--- src/rtl/adsr_envelope.sv ---
// ADSR envelope generator: a level-sensitive gate walks attack/decay/sustain/release,
// ramping an 8-bit level by signed per-clock increments with clamping to 0..255.
//
// state   | meaning
// IDLE    | no note; envelope holds (0 after a finished release)
// ATTACK  | ramp up by ai toward 255
// DECAY   | ramp down by di toward sustain level s
// SUSTAIN | envelope follows s while the gate is held
// RELEASE | ramp down by ri toward 0
module adsr_envelope (
  input  logic       clk,
  input  logic       rst,
  input  logic       trig,
  input  logic [7:0] ai,
  input  logic [7:0] di,
  input  logic [7:0] s,
  input  logic [7:0] ri,
  output logic [7:0] envelope
);

  typedef enum logic [2:0] {
    IDLE,
    ATTACK,
    DECAY,
    SUSTAIN,
    RELEASE
  } state_t;

  state_t     state, state_nxt;
  logic [7:0] env_nxt;

  // 10-bit signed sums are wide enough for 255 + 127 and 0 - 128 without wrapping
  logic signed [9:0] sum_a, sum_d, sum_r, s_ext;

  assign sum_a = $signed({2'b00, envelope}) + $signed({{2{ai[7]}}, ai});
  assign sum_d = $signed({2'b00, envelope}) + $signed({{2{di[7]}}, di});
  assign sum_r = $signed({2'b00, envelope}) + $signed({{2{ri[7]}}, ri});
  assign s_ext = $signed({2'b00, s});

  always_ff @(posedge clk) begin
    if (rst) begin
      state    <= IDLE;
      envelope <= 8'd0;
    end else begin
      state    <= state_nxt;
      envelope <= env_nxt;
    end
  end

  always_comb begin
    state_nxt = state;
    env_nxt   = envelope;
    case (state)
      IDLE: begin
        if (trig) state_nxt = ATTACK;
      end
      ATTACK: begin
        if (!trig) begin
          state_nxt = RELEASE;
        end else if (ai[7] || (ai == 8'd0)) begin
          env_nxt   = 8'd255;
          state_nxt = DECAY;
        end else if (sum_a >= 10'sd255) begin
          env_nxt   = 8'd255;
          state_nxt = DECAY;
        end else begin
          env_nxt = sum_a[7:0];
        end
      end
      DECAY: begin
        if (!trig) begin
          state_nxt = RELEASE;
        end else if (!di[7]) begin
          env_nxt   = s;
          state_nxt = SUSTAIN;
        end else if (sum_d <= s_ext) begin
          env_nxt   = s;
          state_nxt = SUSTAIN;
        end else begin
          env_nxt = sum_d[7:0];
        end
      end
      SUSTAIN: begin
        if (!trig) state_nxt = RELEASE;
        else       env_nxt   = s;
      end
      RELEASE: begin
        if (trig) begin
          state_nxt = ATTACK;
        end else if (!ri[7]) begin
          env_nxt   = 8'd0;
          state_nxt = IDLE;
        end else if (sum_r <= 10'sd0) begin
          env_nxt   = 8'd0;
          state_nxt = IDLE;
        end else begin
          env_nxt = sum_r[7:0];
        end
      end
      default: begin
        state_nxt = IDLE;
        env_nxt   = 8'd0;
      end
    endcase
  end

endmodule

--- config.mk ---
export PLATFORM = sky130hd
export DESIGN_NAME = adsr_envelope
export DESIGN_NICKNAME = d
export VERILOG_FILES = /design/src/rtl/adsr_envelope.sv
export SDC_FILE = /design/constraint.sdc
export NUM_CORES = 1
export LEC_CHECK = 0
export ABC_AREA = 1
export BUFFER_PORTS_ARGS = -buffer_cell sky130_fd_sc_hd__clkbuf_2
export CAP_MARGIN = 20
export CORE_UTILIZATION = 35
export CTS_BUF_LIST = sky130_fd_sc_hd__clkbuf_8 sky130_fd_sc_hd__clkbuf_16
export DETAILED_ROUTE_END_ITERATION = 10
export PLACE_DENSITY = 0.62
export SLEW_MARGIN = 25
export SYNTH_ARGS = -nofsm -noshare
export SYNTH_HDL_FRONTEND = slang
export SYNTH_SLANG_ARGS = --single-unit
--- constraint.sdc ---
create_clock -name clk -period 7.7 [get_ports clk]
set_clock_uncertainty 0.15 [all_clocks]
set_input_delay 1.54 -clock clk [delete_from_list [all_inputs] [get_ports clk]]
set_output_delay 1.54 -clock clk [all_outputs]
set_load 0.005 [all_outputs]
; Yosys cells after proc, flatten, opt, wreduce, memory -nomap -nowiden
; Cells that the tools add are included.
[word_totals]
reg_bits = 11
input_bits = 35
out_inout_bits = 8
wordCells = 50
[op_classes]
n_addsub = 3
magnitude_cmp = 3
eq_ne = 13
mux = 23
n_bitwise = 1
reduce_logical = 5
[op_table]
columns = cell, n
row1 = $mux W8, 10
row2 = $pmux W8 S5, 1
row3 = $mux W3, 11
row4 = $add A9 B8 Y10, 3
row5 = $pmux W3 S5, 1
row6 = $ne A2 B2 Y1 const B, 6
row7 = $ne A4 B4 Y1 const B, 3
row8 = $ge A10 B9 Y1 const B, 1
row9 = $le A10 B1 Y1 const B, 1
row10 = $le A10 B9 Y1, 1
row11 = $reduce_and A5 Y1, 2
row12 = $logic_not A8 Y1, 1
row13 = $eq A3 B2 Y1 const B, 2
row14 = $eq A3 B1 Y1 const B, 1
row15 = $eq A3 B3 Y1 const B, 1
row16 = $logic_not A3 Y1, 1
row17 = $logic_or A1 B1 Y1, 1
row18 = $not A1 Y1, 1

; Logic depth before layout (Yosys ltp)
[logic_depth]
ltp_word = 6
ltp_mapped = 25
depth_no_buf = 25

; Worst setup path after synthesis
; Ideal clock, no wire load.
[synth_path]
kind = input-to-reg
startpoint = in di[2]
endpoint = reg state[0]
setup_ps = 114
arrival_time_ps = 3898
path_slack_ps = 3538
path_stages = 25
path_buffers = 0
path_cell_list = ha_1 > nand2_1 > inv_1 > nor2_2 > nor2_1 > nor2_1 > nand2_1 > xor2_1 > inv_1 > ha_1 > nand2_1 > nor2_1 > nand2_1 > nand3_1 > nand2_1 > nand2_1 > nand2_1 > nand2_2 > nand3_4 > o21bai_2 > inv_1 > nand3_4 > inv_2 > nor2_1 > nor2_1
[synth_via]
elab_chain_cells = 4
[synth_rtl]
columns = item, line_no
row1 = from (decl), 15  ; input logic [7:0] di,
row2 = $add A9 B8 Y10, 36  ; assign sum_d = $signed({2'b00, envelope}) + $signed({{2{di[7]}}, di});
row3 = $le A10 B9 Y1, 76  ; end else if (sum_d <= s_ext) begin
row4 = $ne A4 B4 Y1 (no source line), -
row5 = $reduce_and A5 Y1 (no source line), -
row6 = to (signal assigned), 45  ; state <= state_nxt;
row7 = to (decl), 29  ; state_t state, state_nxt;
; No other way between the ends.
; A chain may end at the register's enable or synchronous reset.

; Final worst setup path
; Same ends and word-level chain as after synthesis.

==> metrics.yaml <==
synth:
  async_reset_ff_frac: 0
  synth-seq-cells: 11
  ys_types: 38
  synth_cells: 481
  synth_seq_area_share: 0.0793
  ys_warn_count: 0
  netlist_area_mm2: 0.00278
  synth_nets: 554
  syn_area_per_cell_um2: 5.77
  synth-edff-count: 0
  ys.flop_type: "dfxtp_1"
clocking:
  postCtsHoldBufs: 0
  cts_buffer_depth: 2
  clk_pin_slew_worst_paths_ps: 50
  cts_buffers: 3
  tritoncts: "built"
  postCtsSetupRepairBufs: 0
  htreeDepth: 1
  root_buffer: "clkbuf_8"
  ctsResizeCount: 0
  clock_sinks: 11
  clk_latency_ps: 240
setup_path:
  critPathLaunchType: "input port"
  cp-end-kind: "flip-flop"
  path_class: "input port to flip-flop"
  path_max_fanout: 9
  crit_required_ps: 7680
  rr_startpoint: "envelope[0]$_SDFFE_PP0P_"
  rrSetupSlack_ps: 4140
  r2r-end: "state[0]$_SDFFE_PP0P_"
  cp_slowest_stage_delay_ps: 350
  crit_slowest_cell: "ha_1"
  path_common_cell: "nand2_1"
  critPathTopFamily: "simple AND/OR/NAND/NOR gates"
  r2r_cells: 22
  critPathArrivalTime_ps: 4320
  crit_buf_inv: 5
timing:
  rsz0062_at_grt: "false"
  finalSetupViolCount: 0
  hold_viol_final: 0
  maxSlewViolCount: 0
  slew_headroom: 0.519
  post-route-period-util: 0.564
  period_needed_ps: 4340
  max_freq_mhz: 230
  tightest_slew_ps: 717
  setup_tns_ps: 0
global_routing:
  antenna_found_initial: 0
  grt_max_degree: 17
  grt_pass1_wl_um: 13500
  grt_util_all_layers: 0.198
  grt_overflow: 0
  grt_pass1_vias: 3016
final_layout:
  layout.nets: 596
  nFillCells: 874
  final_area_mm2: 0.00314
  antenna_cells: 0
  drive_gt1_frac: 0.148
  syn_to_final_growth_pct: 13.0
power:
  power_mw: 0.671
  power_switching_mw: 0.375
  p_leak_nw: 1.89
  combPwrFrac: 0.757
  peakVddDrop_uv: 85.2
  swShare: 0.559
  internal_power_mw: 0.296
  p_per_area_mw_per_mm2: 214
  pwr-share-clk: 0.086
  power_frac_seq: 0.157
floorplan:
  rows: 32
  die_h_um: 91.1
  io_pins: 43
  dieWidth_um: 91.1
  die-area_mm2: 0.00829
  core_area_mm2: 0.00769
  initial_core_util: 0.361
detailed_routing:
  wl_per_cell_um: 12.4
  drt_iter0_drc: 108
  ant_nets: 0
  routed_via_density: 4.91
  drc: 0
  via_count: 3063
  wirelength_um: 7760
  dr.pass1.iters: 5
hold_path:
  hold_path_depth: 2
  hp-class: "flip-flop to flip-flop"
  worstHoldStart: "state[1]$_SDFFE_PP0P_"
  min_to: "state[1]$_SDFFE_PP0P_"
run_status:
  status: "completed"
placement:
  portBuffers: 42
  dp_hpwl_um: 6570
  place_congestion: 0.978
  postPlaceCellArea_mm2: 0.00309
flow_run:
  drv_cap: 0
[metrics by stage]
| stage | setup WS [ps] | hold slack (ps) | cells | utilization |
|---|---|---|---|---|
| global placement | 3230 | 366 | 620 | 0.402 |
| finish | 3360 | 382 | 624 | 0.408 |
| floorplan | 3540 | 346 | 481 | - |
| CTS | 3390 | 380 | 624 | 0.408 |
| global route | 3040 | 408 | 624 | 0.408 |
| detailed placement | 3130 | 373 | 620 | 0.402 |
[area by class of cell]
type                            count  area (um^2)  area share
Clock buffer                        3         41.3      0.0132
Clock inverter                      1         3.75     0.00120
Inverter                           85          319       0.102
Multi-Input combinational cell    380         2220       0.706
Sequential cell                    11          220      0.0702
Tap cell                          102          128      0.0407
Timing Repair Buffer               42          210      0.0670
[placed cells by master, fill, tap and decap left out, types with 2 or more instances in the layout]
| master | instances |
|---|---|
| nand2_1 | 161 |
| inv_1 | 79 |
| clkbuf_2 | 42 |
| nand3_1 | 35 |
| ha_1 | 35 |
| nor2_1 | 33 |
| nand4_1 | 28 |
| a21oi_1 | 27 |
| o21bai_1 | 14 |
| dfxtp_1 | 11 |
| inv_2 | 6 |
| nand2_2 | 5 |
| xor2_1 | 4 |
| nor2_2 | 3 |
| a21oi_2 | 3 |
| nand2_4 | 3 |
| nor3_1 | 3 |
| fa_1 | 3 |
| clkbuf_8 | 3 |
| nand3b_1 | 2 |
| xnor2_1 | 2 |
| nand3_2 | 2 |
| nor3_2 | 2 |
| nand3_4 | 2 |
| nand4_4 | 2 |
| o21ai_0 | 2 |
[how the worst max path moves through the flow]
stage,startpoint,end,slack [ps],cells past startpoint
finish,di[2],state[0]$_SDFFE_PP0P_,3360,26
global route,di[2],state[0]$_SDFFE_PP0P_,3040,26
CTS,di[0],state[0]$_SDFFE_PP0P_,3390,23
detailed placement,di[0],state[0]$_SDFFE_PP0P_,3130,23
global placement,di[0],state[0]$_SDFFE_PP0P_,3230,23
floorplan,di[2],state[0]$_SDFFE_PP0P_,3540,25
[flip-flops by register name (all words and copies together) (netlist names)]
register / cells
envelope: 8
state: 3
[cell usage after synthesis (2+ instances only)]
master	n	area (um^2)
nand2_1	161	604
inv_1	78	293
ha_1	35	438
nand3_1	35	175
nor2_1	33	124
a21oi_1	28	140
nand4_1	28	175
o21bai_1	14	105
dfxtp_1	11	220
inv_2	6	22.5
nand2_2	5	31.3
xor2_1	4	35.0
fa_1	3	60.1
nand2_4	3	33.8
nor2_2	3	18.8
nor3_1	3	15.0
a21oi_2	2	17.5
clkbuf_2	2	10.0
nand3_2	2	20.0
nand3_4	2	35.0
nand3b_1	2	15.0
nand4_4	2	42.5
nor3_2	2	20.0
o21ai_0	2	10.0
xnor2_1	2	17.5
[power groups by stage]
stage | Clock, mW | Combinational (mW) | Sequential, mW
2_1_floorplan | 0 | 0.397 | 0.0908
3_3_place_gp | 0 | 0.496 | 0.107
3_5_place_dp | 0 | 0.501 | 0.107
4_1_cts | 0.0583 | 0.504 | 0.106
5_1_grt | 0.0607 | 0.587 | 0.108
6_report | 0.0579 | 0.508 | 0.105
[cell families after synthesis]
logic type                 synth area share
AOI/OAI and AO/OA                     0.112
DFF                                  0.0793
xor gates and xnor gates             0.0189
adders and majority gates             0.179
buffers and inverters                 0.124
and+or+nand+nor                       0.486
[worst register-to-register path: stages, from the launching register on]
cell and delay [ps]:
dfxtp_1 530, ha_1 280, inv_1 70, fa_1 390
nand3b_1 170, nand2_1 120, a21oi_1 90, xor2_1 230
inv_1 80, ha_1 270, nand2_1 50, inv_1 60
nand2_1 50, nand2_1 50, nand2_1 60, nand2_2 160
nand3_4 150, o21bai_2 130, inv_1 90, nand3_4 90
inv_2 40, nor2_1 70, nor2_1 50
[per-layer routing]
metal,GRT usage,part of all wire
met1,0.259,0.48
met2,0.357,0.46
met3,0.00754,0.046
met4,0.0463,0.014
met5,0,0
(Power assumes the default switching activity.)
